## config.mk

```make
export PLATFORM = sky130hd
export DESIGN_NAME = seq_bcd_alu
export DESIGN_NICKNAME = d
export VERILOG_FILES = /design/src/rtl/seq_bcd_alu.sv
export SDC_FILE = /design/constraint.sdc
export NUM_CORES = 1
export LEC_CHECK = 0
export CAP_MARGIN = 5
export CORE_UTILIZATION = 28
export CTS_CLUSTER_DIAMETER = 40
export DETAILED_ROUTE_END_ITERATION = 16
export PLACE_DENSITY_LB_ADDON = 0.15
export SKIP_LAST_GASP = 1
export SLEW_MARGIN = 40
export SYNTH_ARGS = -nofsm -noshare
export SYNTH_HDL_FRONTEND = slang
export SYNTH_SLANG_ARGS = --single-unit
```

## constraint.sdc

```tcl
create_clock -name clk -period 3.7 [get_ports clk]
set_input_delay 1.11 -clock clk [delete_from_list [all_inputs] [get_ports clk]]
set_output_delay 1.11 -clock clk [all_outputs]
set_load 0.03 [all_outputs]
```

## src/rtl/seq_bcd_alu.sv

```systemverilog
// seq_bcd_alu: multi-cycle BCD ALU (SUM/SUB/MUL/DIV) on WIDTH-bit unsigned operands.
// The operation runs in CALC: SUM/SUB take one edge. MUL takes WIDTH edges of shift-add.
// DIV takes WIDTH edges of restoring division.
// The binary result is then converted to packed BCD in CONV, which takes RW double-dabble edges.
// Handshake: start (sampled in IDLE only) / busy / one-cycle done.
// Optional feature macro: SEQ_BCD_ALU_SIGNED_SUB_EN.
// When this macro is defined, SUB with in1<in2 yields the magnitude and sets neg=1 instead of error.
module seq_bcd_alu #(
    parameter int WIDTH  = 4,
    parameter int DIGITS = 3
) (
    input  logic                  clk,
    input  logic                  reset,
    input  logic                  start,
    input  logic [WIDTH-1:0]      in1,
    input  logic [WIDTH-1:0]      in2,
    input  logic [1:0]            op,
    output logic                  busy,
    output logic                  done,
    output logic [4*DIGITS-1:0]   bcd,
    output logic                  zero,
    output logic                  error,
    output logic                  neg
);

    localparam int RW    = 2 * WIDTH;
    localparam int BW    = 4 * DIGITS;
    localparam int CNT_W = $clog2(RW + 1);

    localparam logic [1:0] OP_SUM = 2'b00;
    localparam logic [1:0] OP_SUB = 2'b01;
    localparam logic [1:0] OP_MUL = 2'b10;
    localparam logic [1:0] OP_DIV = 2'b11;

    function automatic logic [63:0] pow10(input int n);
        logic [63:0] p;
        p = 64'd1;
        for (int i = 0; i < n; i++) begin
            p = p * 64'd10;
        end
        return p;
    endfunction

    localparam logic [63:0] MAX_BIN = (64'd1 << RW) - 64'd1;

    // The BCD field must be able to hold the largest RW-bit result.
    generate
        if (pow10(DIGITS) <= MAX_BIN) begin : g_digits_check
            $error("seq_bcd_alu: DIGITS too small for a 2*WIDTH-bit result");
        end
    endgenerate

    typedef enum logic [1:0] {
        S_IDLE,
        S_CALC,
        S_CONV,
        S_DONE
    } state_t;

    state_t state_reg, state_next;

    logic [WIDTH-1:0] a_reg, b_reg, rem_reg;
    logic [1:0]       op_reg;
    logic             div0_reg, under_reg;
    logic [CNT_W-1:0] cnt_reg;
    logic [RW-1:0]    acc_reg, bin_reg;
    logic [BW-1:0]    bcd_sh_reg, bcd_reg;
    logic             zero_reg, error_reg;

    logic [RW-1:0]    a_ext, b_ext, acc_next;
    logic [WIDTH:0]   rem_shift;
    logic [WIDTH-1:0] rem_next;
    logic             q_bit;
    logic             calc_last, conv_last;
    logic [BW-1:0]    bcd_adj, bcd_shifted;

    assign calc_last = (op_reg[1] == 1'b0) || (cnt_reg == CNT_W'(WIDTH - 1));
    assign conv_last = (cnt_reg == CNT_W'(RW - 1));

    // State register.
    always_ff @(posedge clk) begin
        if (reset) begin
            state_reg <= S_IDLE;
        end else begin
            state_reg <= state_next;
        end
    end

    // Next-state logic and handshake outputs.
    always_comb begin
        state_next = state_reg;
        busy       = 1'b0;
        done       = 1'b0;
        case (state_reg)
            S_IDLE: if (start) state_next = S_CALC;
            S_CALC: begin
                busy = 1'b1;
                if (calc_last) state_next = S_CONV;
            end
            S_CONV: begin
                busy = 1'b1;
                if (conv_last) state_next = S_DONE;
            end
            default: begin
                done       = 1'b1;
                state_next = S_IDLE;
            end
        endcase
    end

    // One arithmetic step: the full result for SUM/SUB, one partial product or one quotient bit otherwise.
    always_comb begin
        a_ext     = RW'(a_reg);
        b_ext     = RW'(b_reg);
        rem_shift = {rem_reg, a_reg[WIDTH-1]};
        q_bit     = (rem_shift >= {1'b0, b_reg});
        rem_next  = q_bit ? WIDTH'(rem_shift - {1'b0, b_reg}) : rem_shift[WIDTH-1:0];
        acc_next  = acc_reg;
        case (op_reg)
            OP_SUM:  acc_next = a_ext + b_ext;
            OP_SUB:  acc_next = under_reg ? (b_ext - a_ext) : (a_ext - b_ext);
            OP_MUL:  acc_next = {acc_reg[RW-2:0], 1'b0} + (b_reg[WIDTH-1] ? a_ext : '0);
            default: acc_next = {acc_reg[RW-2:0], q_bit};
        endcase
    end

    // Double-dabble adjust: add 3 to every digit that is 5 or more before the shift.
    genvar gi;
    generate
        for (gi = 0; gi < DIGITS; gi++) begin : g_dd
            assign bcd_adj[gi*4 +: 4] = (bcd_sh_reg[gi*4 +: 4] >= 4'd5)
                                      ? bcd_sh_reg[gi*4 +: 4] + 4'd3
                                      : bcd_sh_reg[gi*4 +: 4];
        end
    endgenerate
    // The top bit that shifts out is always zero because of the DIGITS bound.
    assign bcd_shifted = BW'({bcd_adj, bin_reg[RW-1]});

`ifdef SEQ_BCD_ALU_SIGNED_SUB_EN
    logic neg_reg;
    assign neg = neg_reg;
`else
    assign neg = 1'b0;
`endif

    assign bcd   = bcd_reg;
    assign zero  = zero_reg;
    assign error = error_reg;

    // Datapath: latch operands, iterate the arithmetic, convert, and publish results on entry to DONE.
    always_ff @(posedge clk) begin
        if (reset) begin
            a_reg      <= '0;
            b_reg      <= '0;
            rem_reg    <= '0;
            op_reg     <= '0;
            div0_reg   <= 1'b0;
            under_reg  <= 1'b0;
            cnt_reg    <= '0;
            acc_reg    <= '0;
            bin_reg    <= '0;
            bcd_sh_reg <= '0;
            bcd_reg    <= '0;
            zero_reg   <= 1'b0;
            error_reg  <= 1'b0;
`ifdef SEQ_BCD_ALU_SIGNED_SUB_EN
            neg_reg    <= 1'b0;
`endif
        end else begin
            case (state_reg)
                S_IDLE: begin
                    if (start) begin
                        a_reg     <= in1;
                        b_reg     <= in2;
                        op_reg    <= op;
                        div0_reg  <= (op == OP_DIV) && (in2 == '0);
                        under_reg <= (op == OP_SUB) && (in1 < in2);
                        rem_reg   <= '0;
                        acc_reg   <= '0;
                        cnt_reg   <= '0;
                    end
                end
                S_CALC: begin
                    acc_reg <= acc_next;
                    if (op_reg == OP_MUL) b_reg <= b_reg << 1;
                    if (op_reg == OP_DIV) begin
                        a_reg   <= a_reg << 1;
                        rem_reg <= rem_next;
                    end
                    if (calc_last) begin
                        cnt_reg    <= '0;
                        bin_reg    <= acc_next;
                        bcd_sh_reg <= '0;
                    end else begin
                        cnt_reg <= cnt_reg + 1'b1;
                    end
                end
                S_CONV: begin
                    bin_reg    <= bin_reg << 1;
                    bcd_sh_reg <= bcd_shifted;
                    cnt_reg    <= cnt_reg + 1'b1;
                    if (conv_last) begin
                        if (div0_reg) begin
                            bcd_reg   <= {DIGITS{4'hF}};
                            error_reg <= 1'b1;
                            zero_reg  <= 1'b0;
`ifdef SEQ_BCD_ALU_SIGNED_SUB_EN
                            neg_reg   <= 1'b0;
`endif
                        end else if (under_reg) begin
`ifdef SEQ_BCD_ALU_SIGNED_SUB_EN
                            bcd_reg   <= bcd_shifted;
                            error_reg <= 1'b0;
                            neg_reg   <= 1'b1;
`else
                            bcd_reg   <= '0;
                            error_reg <= 1'b1;
`endif
                            zero_reg  <= 1'b0;
                        end else begin
                            bcd_reg   <= bcd_shifted;
                            error_reg <= 1'b0;
                            zero_reg  <= (acc_reg == '0);
`ifdef SEQ_BCD_ALU_SIGNED_SUB_EN
                            neg_reg   <= 1'b0;
`endif
                        end
                    end
                end
                default: ;
            endcase
        end
    end

endmodule
```

==> results of run 1 <==
==> layout make-up <==
cell class                 instances  area share [%]
timing repair buffer              33            6.72
sequential                        64            27.0
clock buffer                      10            5.03
tap                              180            4.74
multi-input combinational        359            52.7
inverter                          31            2.45
clock inverter                     6            1.42
==> per-layer routing <==
layer	up-vias	wire [um]	track usage [%]
met5	-	0	0
met3	16	235	2.53
li1	1734	-	-
met4	0	204	6.64
met2	42	4370	22.1
met1	1647	5000	19.7
==> power groups by stage <==
stage          Sequential (W)  Clock, W  Combinational [W]
6_report             0.000908  0.000874            0.00130
5_1_grt              0.000926  0.000918            0.00145
4_1_cts              0.000908  0.000891            0.00129
3_3_place_gp         0.000921         0            0.00128
3_5_place_dp         0.000922         0            0.00129
2_1_floorplan        0.000859         0            0.00101
==> worst max-delay path: cells and delay by family, from the launching register on <==
kind / cells / cell delay [ns]
flops: 1 / 0.40
fa+ha+maj: 1 / 0.32
buf+inv: 2 / 0.77
==> metrics by stage <==
stage               std cells  power, W  utilization [%]
floorplan                 477   0.00187                -
global placement          666   0.00220             31.8
detailed placement        666   0.00221             31.8
CTS                       682   0.00309             34.0
global route              683   0.00329             34.1
finish                    683   0.00308             34.1
==> cells by family (layout without fill, tap and decap cells) <==
| family | Yosys count | in the layout | share of synthesized area (%) |
|---|---|---|---|
| adder cells (fa/ha/maj) | 40 | 40 | 13.4 |
| other | 1 | 1 | 0.0934 |
| AND/OR/NAND/NOR | 172 | 172 | 21.5 |
| multiplexers | 22 | 22 | 6.36 |
| buffers and inverters | 54 | 80 | 5.86 |
| flip-flops | 64 | 64 | 31.9 |
| AO/OA/AOI/OAI | 111 | 111 | 18.0 |
| XOR/XNOR | 13 | 13 | 2.84 |
==> worst max-delay path by stage <==
stage / slack, ns / endpoint / depth (start not counted)
after global routing: 0.66 / busy / 3
final: 0.77 / busy / 3
after CTS: 0.74 / busy / 3
after floorplan: 1.40 / bin_reg[7] / 11
after global placement: 0.78 / rem_reg[1] / 8
after detailed placement: 0.75 / rem_reg[0] / 8
==> layout by cell type (no fill, tap or decap), types with 15 or more instances in the layout <==
master | Yosys | layout
a21oi_1 | 33 | 33
mux2i_1 | 15 | 15
o21ai_0 | 17 | 17
clkdlybuf4s50_1 | 0 | 27
nor2_1 | 74 | 74
inv_1 | 31 | 31
dfxtp_1 | 64 | 64
ha_1 | 35 | 35
nand2_1 | 23 | 23
==> impl_metrics.toml, run 1 <==
[outcome]
status = "finished, final reports clean"

[critical_path]
crit_chain = "inv_1, ha_1, clkdlybuf4s50_1"
rrSetupSlack_ns = 1.03
crit_path_start = "state_reg[0]"
cpMaxStageDelayCell = "clkdlybuf4s50_1"
path_class = "register to primary output"
crit_path_start_kind = "register"
path_max_fanout = 5
cp-end-kind = "primary output"
max_stage_delay_ns = 0.68
r2r-end = "acc_reg[3]"
r2r_cells = 11
cp_data_required_time_ns = 2.59
rr_startpoint = "a_reg[1]"
cp_data_arrival_time_ns = 1.82

[global_routing]
grt_pass1_wl_um = 16700
overflow = 0
grt_pass1_vias = 3341
track_usage_pct = 14.5
antenna_found_initial = 0
grt_max_degree = 43

[cells_and_area]
area_growth_pct = 18.3
drive_above_1_share_pct = 7.16
multiInputGateArea_um2 = 2500
area.sequential_um2 = 1280
fillers = 1422
post-route-cell-area_um2 = 4750
antenna_cells = 0
nNetsFinal = 551

[clocking]
root_buffer = "clkbuf_16"
clock_sinks = 64
cts-buffers-inserted = 9
insertion_delay_ns = 0.34
clk_pin_slew_worst_paths_ns = 0.06
clk_path_buf_depth = 2
ctsResizeCount = 0
htree_levels = 3
cts_tree = "built"
cts_hold_buf = 0
cts_setup_buffers = 0

[logic_synthesis]
avgSynthCellArea_um2 = 8.42
ys.flop_type = "dfxtp_1"
yosysMostFrequentCell = "nor2_1"
async_flop_share_pct = 0
ys_types = 59
netlist_area_um2 = 4020
yosysTopAreaCellShare_pct = 31.9
synth_edf_count = 0
synth_nets = 530
yosys_warnings = 0
ys_ff_latch = 64
synthTopCellsByCount = "74 x nor2_1, 64 x dfxtp_1, 35 x ha_1"
ys_seq_area_share_pct = 31.9
synthTopCellsByArea = "dfxtp_1 32%, ha_1 11%, nor2_1 6.9%"
syn_inst = 477
yosysTopAreaCell = "dfxtp_1"

[hold_path]
worstHoldStart = "rem_reg[1]"
worstHoldEndpoint = "rem_reg[1]"
holdPathStages = 2
min_path_type = "register to register"

[die]
coreArea_um2 = 13900
dieWidth_um = 122
boundaryPins = 30
chipHeight_um = 122
fp-row-count = 43
dieArea_um2 = 14800
initial_core_util_pct = 28.8

[power_and_ir_drop]
power.internal_w = 0.00184
p_leak_nw = 1.78
switching_share_pct = 40.3
vdd_drop_max_uv = 395
comb_power_share_pct = 42.1
seq_power_share_pct = 29.5
pwr-share-clk_pct = 28.4
p_switching_w = 0.00124
power.density_nw_per_um2 = 648

[detailed_routing]
wl_per_cell_um = 14.4
vias = 3439
drcViolationCount = 0
drt_iter0_markers = 196
firstDrtPassIters = 4
ant_nets = 0
vias_per_cell = 5.04
drt-total-wl_um = 9820

[sta]
rsz0062_at_grt = "no"
max_freq_mhz = 342
whs_ns = 0.484
final_hold_viol_count = 0
slew_headroom_pct = 49.6
tns_ns = 0
worst_slack_ns = 0.774
skew_ns = 0.00824
maxSlewViolCount = 0
tightest_slew_ns = 0.756
fin_crit_sh_pct = 79.1
setup_violations = 0
min_period_ns = 2.93

[place]
port_buffers = 28
placed_area_um2 = 4430
gp_congestion = 0.776
post-place-ws_ns = 0.746
dp_hpwl_um = 7200

[job]
maxCapViolCount = 0
No activity file was read; power rests on OpenSTA's default activity.
==> run 2: changes to the inputs <==
Clock period 3.7 ns to 2.4 ns, I/O delays scaled along.
==> run 2 against run 1 <==
Net effect:
- register-to-register slack worse by 0.91 ns
- core utilization is 1.5 points higher
- clock power is 53% higher
- global-route usage is 0.47 points higher
- sequential share of layout area is 1.0 points lower
- die area stayed put
- cell area is 4.3% higher
- hold slack better by 0.00070 ns
- via count is 0.81% higher
- sequential power is 48% higher
- combinational power is 79% higher
- cell count is 3.2% higher
- critical path type unchanged
- highest routed layer unchanged
==> impl_metrics.toml, run 2 (synthesis gave the netlist of run 1 again) <==
[clocking]
clk_pin_slew_worst_paths_ns = 0.06
insertion_delay_ns = 0.34
cts_tree = "built"
clock_sinks = 64
htree_levels = 3
clk_path_buf_depth = 2
root_buffer = "clkbuf_16"
cts-buffers-inserted = 9
cts_hold_buf = 0

[die]
fp-row-count = 43
initial_core_util_pct = 28.8
coreArea_um2 = 13900
chipHeight_um = 122
dieArea_um2 = 14800
boundaryPins = 30
dieWidth_um = 122

[cells_and_area]
multiInputGateArea_um2 = 2540
area.sequential_um2 = 1280
nNetsFinal = 573
final_common_cell = "nor2_1"
drive_above_1_share_pct = 13.3
post-route-cell-area_um2 = 4950
fillers = 1418
antenna_cells = 0
area_growth_pct = 23.4
layout_common_cells = "72 x nor2_1, 61 x dfxtp_1, 34 x ha_1"

[critical_path]
r2r_cells = 8
path_max_fanout = 5
crit_family = "buffers and inverters"
path_class = "register to primary output"
cp.depth = 2
cp_num_buf_inv = 1
crit_chain = "ha_1, clkdlybuf4s50_1"
cp_data_required_time_ns = 1.68
rrSetupSlack_ns = 0.12
cp-endpoint = "done"
r2r-end = "acc_reg[1]"
max_stage_delay_ns = 0.67
crit_path_start_kind = "register"
cp_data_arrival_time_ns = 1.60
rr_startpoint = "b_reg[0]"
cpMaxStageDelayCell = "clkdlybuf4s50_1"
cp-end-kind = "primary output"
crit_path_start = "state_reg[1]"

[power_and_ir_drop]
power.density_nw_per_um2 = 1010
p_leak_nw = 1.91
power_w = 0.00501
vdd_drop_max_uv = 762

[detailed_routing]
vias_per_cell = 4.92
drt_iter0_markers = 254
wl_per_cell_um = 14.6
drt-total-wl_um = 10300
drcViolationCount = 0
vias = 3467
firstDrtPassIters = 5
ant_nets = 0

[place]
post-place-ws_ns = 0.00971
port_buffers = 28
gp_congestion = 0.778
placed_area_um2 = 4610
dp_hpwl_um = 7810

[sta]
setup_violations = 0
max_freq_mhz = 430
tightest_slew_ns = 0.570
fin_crit_sh_pct = 96.9
maxSlewViolCount = 0
tns_ns = 0
worst_slack_ns = 0.0754
rsz0062_at_grt = "no"
min_period_ns = 2.32
skew_ns = 0.00920
slew_headroom_pct = 62.0
final_hold_viol_count = 0

[global_routing]
track_usage_pct = 14.9
overflow = 0
grt_pass1_wl_um = 17200
antenna_found_initial = 0
grt_pass1_vias = 3400
grt_max_degree = 31

[hold_path]
min_path_type = "register to register"
worstHoldStart = "rem_reg[0]"

[outcome]
status = "finished, final reports clean"

[job]
maxCapViolCount = 0
run 2: cell types whose count changed in the layout (fill, tap and decap cells not counted), sizes merged:
cell and change:
buf +23, clkdlybuf4s50 -1, clkinv +1, clkinvlp -1
dlygate4sd2 +1, inv -1
run 2: how the worst min path moves through the flow:
stage / end / slack [ns] / depth (start not counted)
final: rem_reg[0] / 0.48 / 2
after global routing: bcd[5] / 0.51 / 2
after CTS: rem_reg[0] / 0.49 / 2
after detailed placement: bcd[5] / 0.48 / 2
after global placement: rem_reg[1] / 0.48 / 2
after floorplan: rem_reg[1] / 0.45 / 2
run 2: cell type report:
cell class	instances	area share, %
clock buffer	11	4.90
clock inverter	5	1.14
sequential	64	25.9
timing repair buffer	55	9.87
tap	180	4.55
multi-input combinational	359	51.3
inverter	31	2.35
run 2: timing repair:
action,CTS,global route
resized for setup,1,15
endpoints found under the setup margin,1,14
setup buffers,0,0
run 2: metal layers:
metal / up-vias / GRT usage, % / wire length [um]
li1: 1762 / - / -
met2: 67 / 22.6 / 4450
met4: 0 / 5.25 / 132
met5: - / 0 / 0
met1: 1626 / 20.9 / 5280
met3: 12 / 2.95 / 432
run 2: worst reg2reg max path, stage by stage (launching register included):
cell and delay (ns):
dfxtp_1 0.39, inv_1 0.09, ha_2 0.18, inv_1 0.07, fa_2 0.42, mux2_2 0.27
mux4_2 0.51, a22oi_1 0.18, nor2_1 0.06
run 2: where the power goes:
| part | switching (W) | internal [W] |
|---|---|---|
| logic | 0.00133 | 0.00101 |
| clock network | 0.000511 | 0.000831 |
| registers | 0.000145 | 0.00119 |
| total | 0.00198 | 0.00303 |
run 2: per-stage QoR:
stage / hold slack [ns] / util, % / instances
floorplan: 0.451 / - / 477
global placement: 0.481 / 33.1 / 689
detailed placement: 0.483 / 33.1 / 689
CTS: 0.492 / 35.2 / 705
global route: 0.514 / 35.6 / 705
finish: 0.485 / 35.6 / 705
